## config.mk

```make
export PLATFORM = sky130hd
export DESIGN_NAME = unpool_serializer
export DESIGN_NICKNAME = d
export VERILOG_FILES = /design/src/rtl/unpool_serializer_pkg.sv /design/src/rtl/unpool_serializer.sv
export SDC_FILE = /design/constraint.sdc
export NUM_CORES = 1
export LEC_CHECK = 0
export ABC_CLOCK_PERIOD_IN_PS = 1730
export BUFFER_PORTS_ARGS = -buffer_cell sky130_fd_sc_hd__buf_2
export CORE_MARGIN = 8
export CORE_UTILIZATION = 40
export CTS_CLUSTER_SIZE = 40
export DETAILED_ROUTE_END_ITERATION = 10
export GPL_TIMING_DRIVEN = 0
export PLACE_DENSITY = 0.66
export SKIP_LAST_GASP = 1
export SYNTH_ARGS = -nofsm -noshare
export SYNTH_HDL_FRONTEND = slang
export SYNTH_SLANG_ARGS = --single-unit
```

## constraint.sdc

```tcl
create_clock -name clk -period 1.73 [get_ports clk]
set_input_delay 0.346 -clock clk [delete_from_list [all_inputs] [get_ports clk]]
set_output_delay 0.346 -clock clk [all_outputs]
set_load 0.005 [all_outputs]
```

## src/rtl/unpool_serializer_pkg.sv

```systemverilog
// Shared definitions for the argmax pooling pair: state encoding and default
// geometry used by both the comparator side and the unpool serializer.
package unpool_serializer_pkg;

   typedef enum logic [0:0] {
      IDLE = 1'b0,
      EMIT = 1'b1
   } state_t;

   localparam int DEFAULT_N          = 4;
   localparam int DEFAULT_DATA_WIDTH = 13;

endpackage

```

## src/rtl/unpool_serializer.sv

```systemverilog
// Unpool serializer: expands one (data, index) argmax token into N serial beats,
// placing the data at the winning position and FILL everywhere else.
module unpool_serializer
   import unpool_serializer_pkg::*;
#(
   parameter int                    N           = DEFAULT_N,
   parameter int                    DATA_WIDTH  = DEFAULT_DATA_WIDTH,
   parameter logic [DATA_WIDTH-1:0] FILL        = {DATA_WIDTH{1'b0}},
   localparam int                   INDEX_WIDTH = $clog2(N)
) (
   input  logic                   clk,
   input  logic                   rst_n,
   input  logic                   in_valid,
   output logic                   in_ready,
   input  logic [DATA_WIDTH-1:0]  in_data,
   input  logic [INDEX_WIDTH-1:0] in_index,
   output logic                   out_valid,
   input  logic                   out_ready,
   output logic [DATA_WIDTH-1:0]  out_data,
   output logic                   out_hit,
   output logic                   out_last,
   output logic                   err
);

   // One extra counter bit so N itself is representable when N is a power of two.
   localparam int               CNT_W    = INDEX_WIDTH + 1;
   localparam logic [CNT_W-1:0] LAST_CNT = CNT_W'(N - 1);
   localparam logic [CNT_W-1:0] N_CNT    = CNT_W'(N);
   localparam logic [CNT_W-1:0] ZERO_CNT = {CNT_W{1'b0}};
   localparam logic [CNT_W-1:0] ONE_CNT  = {{INDEX_WIDTH{1'b0}}, 1'b1};

   state_t                 state_r;
   state_t                 state_s;
   logic [CNT_W-1:0]       cnt_r;
   logic [CNT_W-1:0]       cnt_s;
   logic [DATA_WIDTH-1:0]  data_r;
   logic [DATA_WIDTH-1:0]  data_s;
   logic [INDEX_WIDTH-1:0] idx_r;
   logic [INDEX_WIDTH-1:0] idx_s;
   logic                   err_r;
   logic                   out_valid_r;
   logic                   out_hit_r;
   logic                   out_last_r;
   logic [DATA_WIDTH-1:0]  out_data_r;

   logic                   in_ready_s;
   logic                   accept_s;
   logic                   beat_done_s;
   logic                   last_beat_s;
   logic                   bad_index_s;
   logic                   hit_s;

   assign last_beat_s = (cnt_r == LAST_CNT);
   assign beat_done_s = out_valid_r && out_ready;
   assign in_ready_s  = (state_r == IDLE) || ((state_r == EMIT) && out_ready && last_beat_s);
   assign accept_s    = in_valid && in_ready_s;
   assign bad_index_s = ({1'b0, in_index} >= N_CNT);
   // Out-of-range indices never match since cnt stops at N-1, so those tokens emit all FILL.
   assign hit_s       = (state_s == EMIT) && ({1'b0, idx_s} == cnt_s);

   // Next-state, beat counter and token capture.
   always_comb begin
      state_s = state_r;
      cnt_s   = cnt_r;
      data_s  = data_r;
      idx_s   = idx_r;
      case (state_r)
         IDLE: begin
            if (accept_s) begin
               state_s = EMIT;
               cnt_s   = ZERO_CNT;
               data_s  = in_data;
               idx_s   = in_index;
            end else begin
               state_s = IDLE;
            end
         end
         EMIT: begin
            if (beat_done_s) begin
               if (last_beat_s) begin
                  if (accept_s) begin
                     state_s = EMIT;
                     cnt_s   = ZERO_CNT;
                     data_s  = in_data;
                     idx_s   = in_index;
                  end else begin
                     state_s = IDLE;
                     cnt_s   = ZERO_CNT;
                  end
               end else begin
                  cnt_s = cnt_r + ONE_CNT;
               end
            end else begin
               state_s = EMIT;
            end
         end
         default: begin
            state_s = IDLE;
            cnt_s   = ZERO_CNT;
         end
      endcase
   end

   // State registers plus outputs registered from the next-state view.
   always_ff @(posedge clk or negedge rst_n) begin
      if (!rst_n) begin
         state_r     <= IDLE;
         cnt_r       <= ZERO_CNT;
         data_r      <= {DATA_WIDTH{1'b0}};
         idx_r       <= {INDEX_WIDTH{1'b0}};
         err_r       <= 1'b0;
         out_valid_r <= 1'b0;
         out_hit_r   <= 1'b0;
         out_last_r  <= 1'b0;
         out_data_r  <= FILL;
      end else begin
         state_r     <= state_s;
         cnt_r       <= cnt_s;
         data_r      <= data_s;
         idx_r       <= idx_s;
         out_valid_r <= (state_s == EMIT);
         out_hit_r   <= hit_s;
         out_last_r  <= (state_s == EMIT) && (cnt_s == LAST_CNT);
         out_data_r  <= hit_s ? data_s : FILL;
         if (accept_s && bad_index_s) begin
            err_r <= 1'b1;
         end
      end
   end

   assign in_ready  = in_ready_s;
   assign out_valid = out_valid_r;
   assign out_data  = out_data_r;
   assign out_hit   = out_hit_r;
   assign out_last  = out_last_r;
   assign err       = err_r;

endmodule

```

==> results.py <==
metrics = {
    "pwr": {
        "power.static_leakage_nw": 0.904,
        "powerDensity_mw_per_mm2": 1870,
        "total_power_mw": 3.54,
        "ir_worst_vdd_mv": 0.728,
    },
    "worst_setup_path": {
        "largest_delay_share_family_worst_path": "multiplexers",
        "critical_path.startpoint": "cnt_r[0]$_DFF_PN0_",
        "timing.critical_path.buf_inv": 1,
        "cp-start-kind": "flop",
        "launch_instance_of_the_worst_register_to_register_path": "cnt_r[0]$_DFF_PN0_",
        "path_cells": "ha_4 -> mux2_4 -> a22o_4 -> nor2b_4 -> mux2i_4 -> buf_6 -> nor3b_2",
        "r2r_setup_slack_ns": -0.12,
        "worst-endpoint-arrival_ns": 2.05,
        "reg_to_reg_endpoint": "out_data[8]$_DFF_PN0_",
        "worst_path_largest_cell_delay_ns": 0.43,
        "worstSetupPathDepth": 7,
        "worstSetupEndpointType": "flop",
        "worstRegToRegCells": 7,
        "timing.setup.critical_path_class": "reg -> reg",
        "timing.critical_path.required_ns": 1.93,
        "critPathSlowestCell": "dfrtp_1",
        "timing.critical_path.fanout_max": 5,
    },
    "die": {
        "rows": 21,
        "core-area_mm2": 0.00336,
        "die-area_mm2": 0.00566,
        "initial_core_utilization": 0.417,
        "io_pins": 37,
        "dieHeight_um": 75.2,
        "die_x_um": 75.2,
    },
    "logic_synthesis": {
        "postSynthRegisterBits": 34,
        "synth-warning-count": 0,
        "synth_area_mm2": 0.00140,
        "synth_unique_cells": 25,
        "synthesis.instances": 92,
        "synthesis.nets": 112,
        "synth_sequential_area_ratio": 0.606,
        "per_instance_average_area_after_synthesis_um2": 15.3,
    },
    "detailed_routing": {
        "drc_errors": 0,
        "route.detailed.vias_per_inst": 4.63,
        "dr.first_iter.drc_count": 32,
        "routed-via-count": 879,
        "wire_per_inst_um": 13.9,
        "detail-route-antenna-nets": 0,
        "drt_wl_total_um": 2640,
        "drt_pre_antenna_iters": 3,
    },
    "cts": {
        "tritoncts.num_buffers": 5,
        "clkLatencyLatePin_ns": 0.32,
        "clkTransAtPathRegs_ns": 0.10,
        "htree_num_levels": 2,
        "root_buffer": "clkbuf_4",
        "cts_tree": "done",
        "number_of_buffers_on_the_longest_clock_path": 2,
        "tritoncts_num_sinks": 34,
    },
    "timing": {
        "worst_slew_margin_rel": 0.531,
        "grt_setup_unrepaired": "true",
        "final-max-slew-violation-count": 0,
        "layout_worst_path_cycle_share": 1.07,
        "finalHoldViolations": 0,
        "final.setup.tns_ns": -1.54,
        "worst_slew_pin_slew_ns": 0.704,
        "least_setup_slack_across_all_paths_after_layout_ns": -0.121,
        "layout_min_cycle_time_ns": 1.85,
        "final_setup_viols": 14,
        "skew_ns": 0.0122,
        "fmax_mhz": 540,
    },
    "global_route": {
        "grt_use_met2": 0.166,
        "met1_layer_usage_reported_by_global_route": 0.116,
        "first_global_vias": 947,
        "antenna_violations_before_repair": 0,
        "grt_most_used_layer": "met2",
        "global_route_wire_length_before_repair_um": 4290,
        "grt_remaining_overflow": 0,
        "grt_use_total": 0.102,
        "grt_start_max_net_pins": 35,
        "gr_layer_usage_met3": 0.0360,
    },
    "final_layout": {
        "nets": 164,
        "area.growth.synth_to_final_pct": 35.0,
        "finalNonFillerCells": 190,
        "insertedDiodeCount": 0,
        "layout_common_cells": "35 x buf_2, 33 x dfrtp_1, 13 x mux2_2, 13 x nor3b_2, 8 x buf_4",
        "mostFrequentLayoutCell": "buf_2",
        "proportion_of_layout_cells_with_a_drive_suffix_above_1": 0.660,
        "layout.cell_area.non_filler_mm2": 0.00190,
    },
    "placed_design": {
        "routabilityCongestion": 0.675,
        "numPlacedInstances": 173,
        "dpl_cell_area_mm2": 0.00167,
        "detailedPlacementHpwl_um": 1820,
        "placement.io_buffers": 35,
    },
    "job": {
        "max-cap-violations": 0,
    },
    "status": {
        "violated_checks": "negative setup slack",
        "outcome": "finished, violations left",
    },
    "min_path": {
        "hold_path.class": "in -> async",
    },
}
==> sequential cells by signal, indices dropped and copies added, names as in the netlist <==
name	flops
out_data	13
out_valid	1
cnt_r	3
data_r	13
idx_r	2
out_last	1
out_hit	1
==> worst reg2reg max path: cells and delay by family, from the launching register on <==
kind | cells | cell delay [ns]
flops | 1 | 0.43
compound gates | 1 | 0.23
buf+inv | 1 | 0.17
simple gates | 2 | 0.18
mux | 2 | 0.48
fa+ha+maj | 1 | 0.25
==> Yosys cell counts, drive strengths merged <==
| cell type | n | area, um2 |
|---|---|---|
| nand3 | 1 | 5.00 |
| buf | 4 | 31.3 |
| a311o | 1 | 10.0 |
| and2 | 1 | 6.26 |
| nor3b | 13 | 143 |
| and3 | 1 | 6.26 |
| nor2b | 2 | 12.5 |
| conb | 1 | 3.75 |
| dfrtp | 34 | 851 |
| nor4bb | 1 | 10.0 |
| nor2 | 4 | 15.0 |
| ha | 1 | 12.5 |
| a22o | 2 | 17.5 |
| xor2 | 1 | 16.3 |
| nand2b | 3 | 18.8 |
| or2b | 1 | 11.3 |
| mux2i | 1 | 13.8 |
| nand2 | 1 | 6.26 |
| o21ai | 3 | 26.3 |
| mux2 | 16 | 188 |
==> through the flow <==
| stage | utilization | hold slack (ns) | setup WS (ns) |
|---|---|---|---|
| 2_1_floorplan | - | 0.0504 | -0.0553 |
| 3_3_place_gp | 0.497 | 0.439 | -0.197 |
| 3_5_place_dp | 0.497 | 0.443 | -0.232 |
| 4_1_cts | 0.529 | 0.0819 | -0.153 |
| 5_1_grt | 0.564 | 0.123 | -0.209 |
| 6_report | 0.564 | 0.0618 | -0.121 |
==> kinds of logic after synthesis <==
| group | synth area share |
|---|---|
| xor+xnor | 0.0116 |
| mux | 0.143 |
| buf+inv | 0.0223 |
| other cells | 0.00267 |
| fa+ha+maj | 0.00891 |
| simple gates | 0.167 |
| compound gates | 0.0383 |
| flops | 0.606 |
==> timing repair <==
action,4_1_cts,5_1_grt
endpoints found under the setup margin,24,24
hold buffers,0,0
cloned,1,1
resized for setup,6,12
buffers inserted,4,4
pin swaps,1,9
==> worst max-delay path by stage <==
stage | to | slack [ns]
after floorplan | out_hit$_DFF_PN0_ | -0.06
after global placement | out_data[7]$_DFF_PN0_ | -0.20
after detailed placement | out_data[8]$_DFF_PN0_ | -0.23
after CTS | out_data[0]$_DFF_PN0_ | -0.15
after global routing | out_data[5]$_DFF_PN0_ | -0.21
final | out_data[8]$_DFF_PN0_ | -0.12
==> layout make-up <==
class,instances,area (um2)
Fill cell,294,1470
Sequential cell,34,852
Multi-Input combinational cell,54,624
Timing Repair Buffer,45,275
Tap cell,46,57.6
Clock buffer,7,45.0
Buffer,4,41.3
==> power by group <==
part / switching, mW / total (mW) / internal, mW
Combinational: 0.849 / 1.98 / 1.14
Sequential: 0.0982 / 1.19 / 1.09
Clock: 0.217 / 0.370 / 0.153
Total: 1.16 / 3.54 / 2.38
==> routing by layer <==
metal,share of wire,wire length (um)
met1,0.42,1110
met2,0.50,1330
met3,0.061,162
met4,0.014,36
met5,0,0
Note: power is estimated with default switching activity, not from simulation.
